[src/rtl/uart_tx_arbiter.sv]
// Round-robin arbiter sharing one uart_tx between N one-byte requesters,
// with per-requester lock, start/rdy sequencing, ack watchdog and baud select.
//
// state     | meaning
// ----------+--------------------------------------------------------------
// S_IDLE    | waiting for tx_rdy=1 and a held byte; samples fsel_in
// S_ISSUE   | tx_start pulse with tx_data; arms watchdog
// S_WAIT_LO | waiting for uart_tx to drop rdy; times out after TO cycles
// S_WAIT_HI | frame on the line; waiting for rdy to return high
module uart_tx_arbiter #(
  parameter int N  = 2,
  parameter int TO = 4
) (
  input  logic             clk,
  input  logic             rst,
  input  logic [N-1:0]     req_valid,
  input  logic [8*N-1:0]   req_data,
  input  logic [N-1:0]     req_lock,
  output logic [N-1:0]     req_ready,
  input  logic             fsel_in,
  output logic             tx_start,
  output logic [7:0]       tx_data,
  output logic             tx_fsel,
  input  logic             tx_rdy,
  output logic [1:0]       owner,
  output logic             busy,
  output logic             err
);

  localparam int CW = $clog2(TO + 1);

  typedef enum logic [1:0] {
    S_IDLE,
    S_ISSUE,
    S_WAIT_LO,
    S_WAIT_HI
  } state_t;

  state_t          state_q, state_d;
  logic [N-1:0]    hv_q;
  logic [7:0]      hold_q [N];
  logic [7:0]      tx_data_q;
  logic            tx_fsel_q;
  logic [1:0]      owner_q;
  logic            lock_act_q;
  logic            err_q;
  logic [CW-1:0]   wd_q;

  logic            own_lock, own_hv, locked;
  logic            rr_any, cand;
  logic [1:0]      rr_idx, gsel;
  logic [7:0]      gdata;
  logic            glock;
  logic            do_grant, wd_load, wd_dec, set_err;

  // Owner-indexed lookups done by compare so any N in 2..4 fits a 2-bit owner.
  always_comb begin
    own_lock = 1'b0;
    own_hv   = 1'b0;
    for (int i = 0; i < N; i++) begin
      if (owner_q == 2'(i)) begin
        own_lock = req_lock[i];
        own_hv   = hv_q[i];
      end
    end
  end

  // Search from owner+1; iterate farthest-first so the nearest hit wins.
  always_comb begin
    rr_any = 1'b0;
    rr_idx = owner_q;
    for (int k = N; k >= 1; k--) begin
      for (int i = 0; i < N; i++) begin
        if (hv_q[i] && (i == (int'(owner_q) + k) % N)) begin
          rr_any = 1'b1;
          rr_idx = 2'(i);
        end
      end
    end
  end

  // A locked owner blocks everyone else even with its own register empty.
  always_comb begin
    locked = lock_act_q & own_lock;
    if (locked) begin
      cand = own_hv;
      gsel = owner_q;
    end else begin
      cand = rr_any;
      gsel = rr_idx;
    end
  end

  always_comb begin
    gdata = 8'h00;
    glock = 1'b0;
    for (int i = 0; i < N; i++) begin
      if (gsel == 2'(i)) begin
        gdata = hold_q[i];
        glock = req_lock[i];
      end
    end
  end

  always_ff @(posedge clk) begin
    if (rst) state_q <= S_IDLE;
    else     state_q <= state_d;
  end

  always_comb begin
    state_d  = state_q;
    do_grant = 1'b0;
    wd_load  = 1'b0;
    wd_dec   = 1'b0;
    set_err  = 1'b0;
    case (state_q)
      S_IDLE: begin
        if (tx_rdy && cand) begin
          do_grant = 1'b1;
          state_d  = S_ISSUE;
        end
      end
      S_ISSUE: begin
        wd_load = 1'b1;
        state_d = S_WAIT_LO;
      end
      S_WAIT_LO: begin
        if (!tx_rdy) begin
          state_d = S_WAIT_HI;
        end else if (wd_q == '0) begin
          set_err = 1'b1;
          state_d = S_IDLE;
        end else begin
          wd_dec = 1'b1;
        end
      end
      S_WAIT_HI: begin
        if (tx_rdy) state_d = S_IDLE;
      end
      default: state_d = S_IDLE;
    endcase
  end

  // Holding registers: capture only when empty, so capture and grant-clear
  // of the same slot are mutually exclusive.
  always_ff @(posedge clk) begin
    if (rst) begin
      hv_q <= '0;
      for (int i = 0; i < N; i++) hold_q[i] <= 8'h00;
    end else begin
      for (int i = 0; i < N; i++) begin
        if (do_grant && gsel == 2'(i)) begin
          hv_q[i] <= 1'b0;
        end else if (req_valid[i] && !hv_q[i]) begin
          hv_q[i]   <= 1'b1;
          hold_q[i] <= req_data[8*i +: 8];
        end
      end
    end
  end

  always_ff @(posedge clk) begin
    if (rst) begin
      tx_data_q  <= 8'h00;
      owner_q    <= 2'(N - 1);
      lock_act_q <= 1'b0;
    end else if (do_grant) begin
      tx_data_q  <= gdata;
      owner_q    <= gsel;
      lock_act_q <= glock;
    end else if (state_q == S_IDLE && !own_lock) begin
      lock_act_q <= 1'b0;
    end
  end

  // Baud select only moves between frames.
  always_ff @(posedge clk) begin
    if (rst)                            tx_fsel_q <= 1'b0;
    else if (state_q == S_IDLE && tx_rdy) tx_fsel_q <= fsel_in;
  end

  // Watchdog down-counter; terminal count at zero ends WAIT_LO after TO cycles.
  always_ff @(posedge clk) begin
    if (rst) begin
      wd_q  <= '0;
      err_q <= 1'b0;
    end else begin
      if (wd_load)     wd_q <= CW'(TO - 1);
      else if (wd_dec) wd_q <= wd_q - 1'b1;
      if (set_err)     err_q <= 1'b1;
    end
  end

  assign req_ready = ~hv_q;
  assign tx_start  = (state_q == S_ISSUE);
  assign tx_data   = tx_data_q;
  assign tx_fsel   = tx_fsel_q;
  assign owner     = owner_q;
  assign busy      = (state_q != S_IDLE);
  assign err       = err_q;

endmodule

[config.mk]
export PLATFORM = sky130hd
export DESIGN_NAME = uart_tx_arbiter
export DESIGN_NICKNAME = d
export VERILOG_FILES = /design/src/rtl/uart_tx_arbiter.sv
export SDC_FILE = /design/constraint.sdc
export NUM_CORES = 1
export LEC_CHECK = 0
export CAP_MARGIN = 40
export CORE_MARGIN = 10
export CORE_UTILIZATION = 48
export DETAILED_ROUTE_END_ITERATION = 16
export GPL_TIMING_DRIVEN = 0
export PLACE_DENSITY = 0.79
export SETUP_SLACK_MARGIN = 0.5
export SKIP_CTS_REPAIR_TIMING = 1
export SLEW_MARGIN = 30
export SYNTH_ARGS = -nofsm -noshare
export SYNTH_HDL_FRONTEND = slang
export SYNTH_SLANG_ARGS = --single-unit
[constraint.sdc]
create_clock -name clk -period 2.1 [get_ports clk]
set_input_delay 0.315 -clock clk [delete_from_list [all_inputs] [get_ports clk]]
set_output_delay 0.315 -clock clk [all_outputs]
set_load 0.01 [all_outputs]
# [Word-level counts from Yosys, hierarchy flattened]
# Memories as Yosys holds them, arrays and structs flattened.
# Cells that the tools add are included.
[totals] reg_bits=20 latchBits=0 mem_bits_rw=16 mem_bits_ro=0 inputBits=24 out_inout_bits=16 mem_count=1
[op_classes] n_addsub=3 mul=0 n_div=0 magnitude_cmp=0 n_eq_ne=10 n_shift=0 mux=48 bitwise=6 reduce_logical=27
[mem_list] name="hold_q" depth=2 width=8 read_ports=2 rd_ports_with_merged_regs=0 wr=2 line="41" source="logic [7:0] hold_q [N];"
[ops] cell="$logic_not 32->1" n=2
[ops] cell="$mux 1" n=32
[ops] cell="$mux 8" n=4
[ops] cell="$mux 2" n=11
[ops] cell="$logic_and 1x1->1" n=11
[ops] cell="$pmux 2 s4" n=1
[ops] cell="$eq 2x1->1 const B" n=3
[ops] cell="$logic_not 2->1" n=3
[ops] cell="$reduce_bool 2->1" n=3
[ops] cell="$reduce_or 2->1" n=3
[ops] cell="$eq 2x2->1 const A" n=2
[ops] cell="$eq 2x2->1 const B" n=2
[ops] cell="$ne 2x2->1 const B" n=2
[ops] cell="$logic_not 1->1" n=3
[ops] cell="$logic_not 3->1" n=1
[ops] cell="$ne 3x3->1 const B" n=1
[ops] cell="$reduce_and 3->1" n=1
[ops] cell="$sub 3x1->3 const B" n=1
[ops] cell="$add 1x1->1 const B" n=2
[ops] cell="$and 1x1->1 const A" n=2
[ops] cell="$not 2->2" n=1
[ops] cell="$or 1x1->1" n=2
[ops] cell="$and 1x1->1" n=1

# [Depth between registers and ports, before layout]
# Gate-level depths: netlist of run 1.
[depth] depth_word=17 depth_mapped=6 depth_no_buf=6

# [Worst setup path after synthesis of run 1]
# OpenSTA, ideal clock, no wires.
[synth_timing] kind="register -> register" start="reg state_q[0]" end="reg tx_data_q[5], in the netlist tx_data[5]" setup_time_ns=0.069 t_arrival_ns=1.586 required_time_ns=2.031 slack_ns=0.445 path_stages_with_launch=5 cell_sequence="dfxtp_1 -> or4b_4 -> a2111oi_4 -> a22oi_1 -> o21ai_1"
[synth_between] elab_chain_cells=2
[synth_lines] element="from (decl)" line="39" source="state_t state_q, state_d;"
[synth_lines] element="from (signal assigned)" line="107" source="else state_q <= state_d;"
[synth_lines] element="$logic_not 2->1" line="116" source="case (state_q)"
[synth_lines] element="$mux 1" line="116"
[synth_lines] element="to (signal assigned)" line="168" source="tx_data_q <= gdata;"
[synth_lines] element="to (decl)" line="42" source="logic [7:0] tx_data_q;"
# No other way between the ends.
# A chain may end at the register's enable or synchronous reset.

# [Final worst setup path of run 1]
[layout_timing] start="reg state_q[0]" end="reg tx_data_q[3], in the netlist tx_data[3]"
# The elaborated chain is that of the path after synthesis.

==> impl_results.md, run 1 <==
* # clock sinks at 36
* Worst-path clk slew at approximately 0.10 ns
* Ys Warns at 0
* Combinational share of power at ~18%
* Root buf cell: clkbuf_4
* Most frequent cells in the layout: clkdlybuf4s50_1, and2_1, dfxtp_1, edfxtp_1, dlymetal6s2s_1
* Drt initial violations at 91
* Slew @ Worst Pin at 0.472 ns
* Nature of the critical path endpoint: flip-flop
* DR pass1 iterations at 4
* Drt via density at 5.37
* Hold depth at 3
* Top FF cell, synth: dfxtp_1
* Nets at approximately 220
* CP max FO at 4
* Die H at between 70 and 80 um
* # DRC at 0
* Static Leakage at around 0.0010 uW
* DR WL met2 at 2100 um
* R2R depth at 6
* Cell Area, Synth at roughly 0.0016 mm2
* Setup Skew at approximately 0.0042 ns
* Clk_lat worst skew at about 0.35 ns
* Max Fclk at around 570 MHz
* Mapped Cells at 143
* Min Tclk post-route at 1.74 ns
* Switch Pwr at about 400 uW
* Starting Density at between 50% and 60%
* Die ar. at a little under 0.006 mm2
* Crit-path cells: or4b_4 -> buf_6 -> a2111oi_4 -> buf_4 -> a22oi_1 -> o21ai_0
* Critical Path Stages at 6
* Final-report setup violation count at 0
* Average size of a mapped cell at roughly 11 um2
* Global-route wire length before repair at approximately 5900 um
* Slew margin rel. at 68.4%
* Clk buf depth at 2
* Pwr Density at just over 700 mW/mm2
* Final worst-path cycle share at between 80% and 90%
* Slowest library cell on the worst path: or4b_4
* Crit Path Category: reg2reg
* Unrepaired setup endpoints after global routing: true
* Routed length per instance at ~16 um
* Largest net degree at the start of global routing at 12
* Antenna Nets Post-Route at 0
* Core footprint at 0.00308 mm2
* TNS Setup at 0 ns
* Reg power frac at between 50% and 60%
* Hold Crit Class: in2reg
* Wire length on met3 at approximately 230 um
* H-Tree Depth at 2
* TritonCTS clock tree: yes
* Most common cell after layout, fill and taps aside: clkdlybuf4s50_1
* CP delay by family, top: simple AND/OR/NAND/NOR gates
* Slowest stage delay, CP at approximately 0.58 ns
* Fraction of registers with async set/reset at 0%
* Net Count, Synth at 169
* Top post-synthesis cells by area: edfxtp_1, dfxtp_1, and2_1
* Routability cong. at 0.786
* Area delta synth->final at 46.8%
* Final Total Pwr at about 1600 uW
* Initial antenna violation count at 0
* Status: completed
* Cell Rows at 20
* Num CTS Buffers at 5
* Synth area leader: edfxtp_1
* # diodes at 0
* FF+latch count, synth at 36
* Final slew viol count at 0
* GRT Total Usage at 12.6%
* Yosys cell types at 33
* CP arrival at about 2.0 ns
* Maxcap violations at 0
* Layout cell share with drive strength beyond 1 at between 20% and 30%
* Worst VDD drop at 0.000358 V
* EDFF count, synth at 16
* Hold Fails Final Rpt at 0
* CP Data Required Time at 2.37 ns
* Vias in the first global route at 1291
* Sw Ratio at between 20% and 30%
* Post-synthesis sequential area ratio at around 56%
* Internal power at around 1200 uW
* Via count at roughly 1300
* Num ports at 40
* Die width at a little under 80 um
* Uppermost layer routed: met4
* Startpoint types: flip-flop
* GRT overflow at 0
* DRT met1 WL at about 1400 um
* DP HPWL at 2740 um
* Buf/Inv on CP at 2
* Clock power share at between 30% and 40%
* Yosys top cell area share at between 30% and 40%
* Port bufs at 39
* Total Wirelength at roughly 3900 um
## synth_stat cells (4+ instances only)
master / number
nor3_1: 4
nand2_1: 7
a22oi_1: 9
dfxtp_1: 20
o21ai_0: 9
edfxtp_1: 16
a211oi_1: 4
a21oi_1: 5
nor2_1: 6
inv_1: 15
and2_1: 17
## path summary, 6_finish.rpt
| kind | from | to | slack (ns) |
|---|---|---|---|
| worst max-delay path | state_q[0] | tx_data[3] | 0.36 |
| worst min-delay path | tx_rdy | state_q[0] | 0.33 |
| worst max register to register | state_q[0] | tx_data[3] | 0.36 |
| worst min register to register | tx_data[4] | tx_data[4] | 0.46 |
## power by group through the flow
| stage | logic [uW] | clock network (uW) | registers (uW) |
|---|---|---|---|
| after floorplan | 123 | 0 | 836 |
| after global placement | 243 | 0 | 834 |
| after detailed placement | 251 | 0 | 837 |
| after CTS | 253 | 511 | 821 |
| after global routing | 309 | 553 | 836 |
| final | 285 | 507 | 828 |
## area by class of cell
class	instances	area, um2
clock inverter	2	33.8
timing repair buffer	47	495
clock buffer	6	51.3
inverter	15	56.3
sequential	36	893
fill	207	778
tap	44	55.1
buffer	2	10.0
multi-input combinational	90	704
## layer usage
metal / up-vias / GRT usage (%)
met3: 9 / 3.73
met4: 0 / 9.31
met5: - / 0
met1: 626 / 12.6
met2: 44 / 21.7
li1: 620 / -
## registers in the layout, indices dropped and copies added (netlist names)
name	flops
tx_data	8
hv_q	2
state_q	2
lock_act_q	1
tx_fsel	1
wd_q	3
owner	2
err	1
hold_q	16
## stage by stage
| stage | instances | cell area [um2] | worst slack, ns | util, % | hold WS [ns] |
|---|---|---|---|---|---|
| floorplan | 143 | 1570 | 0.502 | - | 0.441 |
| global placement | 226 | 2010 | -0.192 | 65.4 | 0.445 |
| detailed placement | 226 | 2010 | -0.281 | 65.4 | 0.446 |
| CTS | 234 | 2100 | 0.0913 | 68.1 | 0.464 |
| global route | 242 | 2300 | 0.308 | 74.7 | 0.351 |
| finish | 242 | 2300 | 0.355 | 74.7 | 0.332 |
## worst reg2reg max path, stage by stage, from the launching register on
cell,delay (ns)
dfxtp_4,0.38
or4b_4,0.58
buf_6,0.15
a2111oi_4,0.21
buf_4,0.20
a22oi_1,0.07
o21ai_0,0.09
## cells by family (layout without fill, tap and decap cells)
logic type / count (synthesis) / after routing / share of synthesized area (%)
AND/OR/NAND/NOR: 48 / 48 / 18.4
flip-flops: 36 / 36 / 56.2
buffers and inverters: 17 / 72 / 4.07
AO/OA/AOI/OAI: 37 / 37 / 17.9
XOR/XNOR: 1 / 1 / 0.559
multiplexers: 2 / 2 / 1.28
adder cells (fa/ha/maj): 2 / 2 / 1.60
Note: power is estimated with default switching activity, not from simulation.
==> inputs of run 2 (changes only) <==
==> constraint.sdc (replaced) <==
create_clock -name clk -period 1.75 [get_ports clk]
set_input_delay 0.2625 -clock clk [delete_from_list [all_inputs] [get_ports clk]]
set_output_delay 0.2625 -clock clk [all_outputs]
set_load 0.01 [all_outputs]
==> run 2 against run 1 <==
Utilization rose by 1.9 points. Final cell count grew 3.3%. Maximum frequency rose by 2.9%. Largest cell class unchanged. Sequential power increased by 20%. Largest power group unchanged.
==> impl_results.md, run 2 (same netlist as run 1, synthesis figures left out) <==
* Finished layout cell area at 0.00236 mm2 (+2.5%)
* Slew margin rel. at 79.8% (+11 points)
* Internal power at 1320 uW (+8.4%)
* TritonCTS clock tree: yes
* Initial antenna violation count at 0 (unchanged)
* End of the worst register-to-register path: tx_data[3]
* Num CTS Buffers at 5 (unchanged)
* Status: completed
* CP arrival at 1.97 ns (-0.05 ns)
* Critical Path Start: state_q[0]
* GRT overflow at 0 (unchanged)
* Clock power share at 24.1% (-7.2 points)
* Pwr Density at 776 mW/mm2 (+10%)
* Final Instance Count excl. Fillers at 250 (+3.3%)
* Drt via density at 5.27 (-1.8%)
* Routability cong. at 0.855 (+8.8%)
* H-Tree Depth at 2 (unchanged)
* Die ar. at 0.00595 mm2 (unchanged)
* Switch Pwr at 508 uW (+26%)
* Critical path endpoint: tx_data[3]
* Nature of the critical path endpoint: flip-flop
* Startpoint types: flip-flop
* CP max FO at 5 (+1)
* Most common cell after layout, fill and taps aside: clkdlybuf4s50_1
* DR pass1 iterations at 4 (unchanged)
* R2R depth at 5 (-1)
* Hold Fails Final Rpt at 0 (unchanged)
* Post-Place Cells at 226 (unchanged)
* Starting Density at 50.9% (unchanged)
* Antenna Nets Post-Route at 0 (unchanged)
* Most frequent cells in the layout: clkdlybuf4s50_1, and2_1, edfxtp_1
* Total Wirelength at 4100 um (+5.6%)
* # clock sinks at 36 (unchanged)
* Cell Rows at 20 (unchanged)
* Core footprint at 0.00308 mm2 (unchanged)
* Via count at 1318 (+1.5%)
* Combinational share of power at 21.7% (+4.1 points)
* CP Data Required Time at 2.03 ns (-0.34 ns)
* Hold Crit Class: in2reg
* Port bufs at 39 (unchanged)
* GRT Total Usage at 12.8% (+0.22 points)
* Largest net degree at the start of global routing at 13 (+1)
* Dpl cell area at 0.00204 mm2 (+1.4%)
* Sw Ratio at 27.8% (+2.9 points)
* Die H at 77.1 um (unchanged)
* Hold depth at 3 (unchanged)
* Vias in the first global route at 1287 (-0.31%)
* Static Leakage at 0.00109 uW (+5.2%)
* Max FFs per register at 16 (unchanged)
* Setup Skew at 0.0113 ns (+0.00712 ns)
* DP HPWL at 2890 um (+5.3%)
* # diodes at 0 (unchanged)
* Layout cell share with drive strength beyond 1 at 31.6% (+11 points)
* # DRC at 0 (unchanged)
* Final worst-path cycle share at 96.9% (+14 points)
* Routed length per instance at 16.4 um (+2.2%)
* Largest register by flop count: hold_q
* Slack of the critical path at 0.0536 ns (-0.302 ns)
* Global-route wire length before repair at 6100 um (+2.6%)
* Worst VDD drop at 0.000634 V (+77%)
* Drt initial violations at 61 (-33%)
* Reg power frac at 54.2% (+3.1 points)
* Slew @ Worst Pin at 0.303 ns (-0.169 ns)
* Clk_lat worst skew at 0.35 ns (about the same)
* R2R Setup Slk at 0.05 ns (-0.30 ns)
* R2R Path Start: state_q[0]
* Root buf cell: clkbuf_4
* Min Tclk post-route at 1.70 ns (-0.0484 ns)
* Num ports at 40 (unchanged)
* Maxcap violations at 0 (unchanged)
* Fin util at 76.6% (+1.9 points)
* Final slew viol count at 0 (unchanged)
* Area delta synth->final at 50.5%
* Max Fclk at 589 MHz (+2.9%)
* Place WS at -0.606 ns (-0.325 ns)
* Worst-path clk slew at 0.11 ns (about the same)
* Clk buf depth at 2 (unchanged)
* Nets at 231 (+3.6%)
* Die width at 77.1 um (unchanged)
* Unrepaired setup endpoints after global routing: true
* Crit Path Category: reg2reg
* Final-report setup violation count at 0 (unchanged)
[run 2: layout make-up]
type	instances	area (um2)
plain buffers	2	10.0
clock buffers	6	41.3
clock inverters	2	16.3
fillers	214	721
inverters	15	61.3
multi-input cells	90	728
flip-flops and latches	36	903
well taps	44	55.1
repair buffers	55	542
[run 2: per-stage QoR]
stage / power (uW) / setup TNS (ns) / hold slack [ns]
floorplan: 1170 / 0 / 0.395
global placement: 1310 / -10.60 / 0.428
detailed placement: 1320 / -12.15 / 0.445
CTS: 1760 / -2.24 / 0.460
global route: 1930 / -0.0242 / 0.344
finish: 1830 / 0 / 0.318
[run 2: worst min-delay path by stage]
| stage | from | slack, ns | endpoint |
|---|---|---|---|
| after detailed placement | wd_q[0] | 0.44 | wd_q[0] |
| final | tx_rdy | 0.32 | state_q[0] |
| after global routing | tx_rdy | 0.34 | state_q[0] |
| after floorplan | req_lock[1] | 0.40 | lock_act_q |
| after global placement | wd_q[0] | 0.43 | wd_q[0] |
| after CTS | wd_q[0] | 0.46 | wd_q[0] |
[run 2: metal layers]
metal | vias to the layer above | global-route usage (%) | share of wire, %
met5 | - | 0 | 0
met4 | 0 | 4.38 | 1.6
met3 | 6 | 5.59 | 5.9
met2 | 39 | 23.1 | 53
met1 | 632 | 12.8 | 39
li1 | 641 | - | -
[run 2: power by group through the flow]
stage / Sequential [uW] / Combinational, uW / Clock [uW]
finish: 990 / 397 / 441
global route: 997 / 434 / 496
CTS: 989 / 317 / 455
detailed placement: 1010 / 315 / 0
global placement: 1000 / 303 / 0
floorplan: 1010 / 159 / 0
[run 2: critical path: stages (launching register included)]
cell and delay, ns:
dfxtp_4 0.36, or4b_4 0.58, a2111oi_4 0.31, buf_4 0.21, a22oi_2 0.08, o21ai_1 0.09
==> inputs of run 3 (changes only) <==
--- a/config.mk
+++ b/config.mk
@@ -5,11 +5,12 @@
 export SDC_FILE = /design/constraint.sdc
 export NUM_CORES = 1
 export LEC_CHECK = 0
-export CAP_MARGIN = 40
+export CAP_MARGIN = 20
 export CORE_MARGIN = 10
 export CORE_UTILIZATION = 48
 export DETAILED_ROUTE_END_ITERATION = 16
 export GPL_TIMING_DRIVEN = 0
+export MAX_ROUTING_LAYER = met4
 export PLACE_DENSITY = 0.79
 export SETUP_SLACK_MARGIN = 0.5
 export SKIP_CTS_REPAIR_TIMING = 1
==> run 3 against run 2 <==
Final cell count stayed put. Count of clock-buffer cells in the layout stayed put. Critical path depth did not move. First-iteration DRC count decreased by 48%. Die area is the same. Maximum frequency down 0.29%. Global-route usage increased by 0.35 points. Critical path type unchanged. Critical endpoint unchanged.
==> impl_results.md, run 3 (same netlist as run 1, synthesis figures left out) <==
* Largest net degree at the start of global routing at 13 (unchanged)
* Die width at 77.1 um (unchanged)
* Slew @ Worst Pin at 0.303 ns (-0.0000762 ns)
* Critical path endpoint: tx_data[3]
* Critical Path Start: state_q[0]
* Routed length per instance at 16.4 um (about the same)
* Slowest stage delay, CP at 0.58 ns (about the same)
* TritonCTS clock tree: yes
* Final Total Pwr at 1830 uW (about the same)
* Drt initial violations at 32 (-48%)
* Worst VDD drop at 0.000632 V (-0.19%)
* Fin util at 76.6% (unchanged)
* Die ar. at 0.00595 mm2 (unchanged)
* Layout cell share with drive strength beyond 1 at 31.6% (unchanged)
* Cell Rows at 20 (unchanged)
* R2R Path Start: state_q[0]
* Buf/Inv on CP at 1 (unchanged)
* Slew margin rel. at 79.8% (about the same)
* Total Wirelength at 4100 um (about the same)
* R2R depth at 5 (unchanged)
* Maxcap violations at 0 (unchanged)
* Clk buf depth at 2 (unchanged)
* Core footprint at 0.00308 mm2 (unchanged)
* Final worst-path cycle share at 97.2% (+0.28 points)
* Crit Path Category: reg2reg
* Unrepaired setup endpoints after global routing: true
* DR pass1 iterations at 4 (unchanged)
* CP arrival at 1.98 ns (about the same)
* R2R Setup Slk at 0.05 ns (about the same)
* Port bufs at 39 (unchanged)
* Nets at 231 (unchanged)
* # DRC at 0 (unchanged)
* DP HPWL at 2890 um (unchanged)
* CP delay by family, top: simple AND/OR/NAND/NOR gates
* Nature of the critical path endpoint: flip-flop
* # diodes at 0 (unchanged)
* Drt via density at 5.25 (-0.38%)
* Dpl cell area at 0.00204 mm2 (unchanged)
* End of the worst register-to-register path: tx_data[3]
* GRT overflow at 0 (unchanged)
* # clock sinks at 36 (unchanged)
* TNS Setup at 0 ns (unchanged)
* CP Data Required Time at 2.03 ns (about the same)
* Clk_lat worst skew at 0.35 ns (about the same)
* Worst-path clk slew at 0.10 ns (about the same)
* Max Fclk at 588 MHz (-0.29%)
* Starting Density at 50.9% (unchanged)
* Slack of the critical path at 0.0487 ns (-0.00492 ns)
* Most common cell after layout, fill and taps aside: clkdlybuf4s50_1
* CP max FO at 5 (unchanged)
* Crit-path cells: or4b_4 -> a2111oi_4 -> buf_4 -> a22oi_2 -> o21ai_1
* Global-route wire length before repair at 6100 um (unchanged)
* Largest register by flop count: hold_q
* H-Tree Depth at 2 (unchanged)
* Final-report setup violation count at 0 (unchanged)
* Startpoint types: flip-flop
* Hold Fails Final Rpt at 0 (unchanged)
* Finished layout cell area at 0.00236 mm2 (unchanged)
* Status: completed
* Area delta synth->final at 50.5% (unchanged)
* Min Tclk post-route at 1.70 ns (+0.00492 ns)
* Slowest library cell on the worst path: or4b_4
* Num ports at 40 (unchanged)
* Setup Skew at 0.0111 ns (-0.000274 ns)
* Via count at 1313 (-0.38%)
* Num CTS Buffers at 5 (unchanged)
* Routability cong. at 0.868 (+1.6%)
* Place WS at -0.606 ns (unchanged)
* Final slew viol count at 0 (unchanged)
* Antenna Nets Post-Route at 0 (unchanged)
* Initial antenna violation count at 0 (unchanged)
* Max FFs per register at 16 (unchanged)
* Most frequent cells in the layout: clkdlybuf4s50_1, and2_1, edfxtp_1
* Root buf cell: clkbuf_4
* Die H at 77.1 um (unchanged)
* Pwr Density at 775 mW/mm2 (about the same)
* Vias in the first global route at 1290 (+0.23%)
* Critical Path Stages at 5 (unchanged)
* GRT Total Usage at 13.2% (+0.35 points)
* Static Leakage at 0.00109 uW (unchanged)
* Hold Crit Class: in2reg
## run 3: final cells by class
class	instances	area (um2)
buffer	2	10.0
clock buffer	6	41.3
clock inverter	2	16.3
fill	214	721
inverter	15	61.3
multi-input combinational	90	728
sequential	36	903
tap	44	55.1
timing repair buffer	55	542
## run 3: routing by layer
metal / share of wire [%] / GRT usage [%] / vias up / wire [um]
met5: 0 / - / - / 0
met4: 1.5 / 4.38 / 0 / 63
met3: 5.2 / 4.90 / 6 / 214
met2: 53 / 23.1 / 38 / 2170
met1: 40 / 13.2 / 630 / 1650
li1: - / - / 639 / -
## run 3: tightest hold or removal path: stages
cell            delay (ns)
dlymetal6s2s_1        0.16
or2b_1                0.14
a211oi_2              0.06
## run 3: worst min-delay path by stage
stage | start | endpoint | slack, ns | depth (start not counted)
6_report | tx_rdy | state_q[0] | 0.31 | 3
5_1_grt | tx_rdy | state_q[0] | 0.34 | 3
4_1_cts | wd_q[0] | wd_q[0] | 0.46 | 1
3_5_place_dp | wd_q[0] | wd_q[0] | 0.44 | 1
3_3_place_gp | wd_q[0] | wd_q[0] | 0.43 | 1
2_1_floorplan | req_lock[1] | lock_act_q | 0.40 | 2
## run 3: through the flow
stage / cells / hold WS (ns)
detailed placement: 226 / 0.445
floorplan: 143 / 0.395
global route: 250 / 0.344
global placement: 226 / 0.428
CTS: 234 / 0.460
finish: 250 / 0.315
## run 3: power by group
part / internal (uW) / switching, uW
logic: 212 / 185
clock network: 160 / 280
registers: 949 / 41.0
total: 1320 / 506
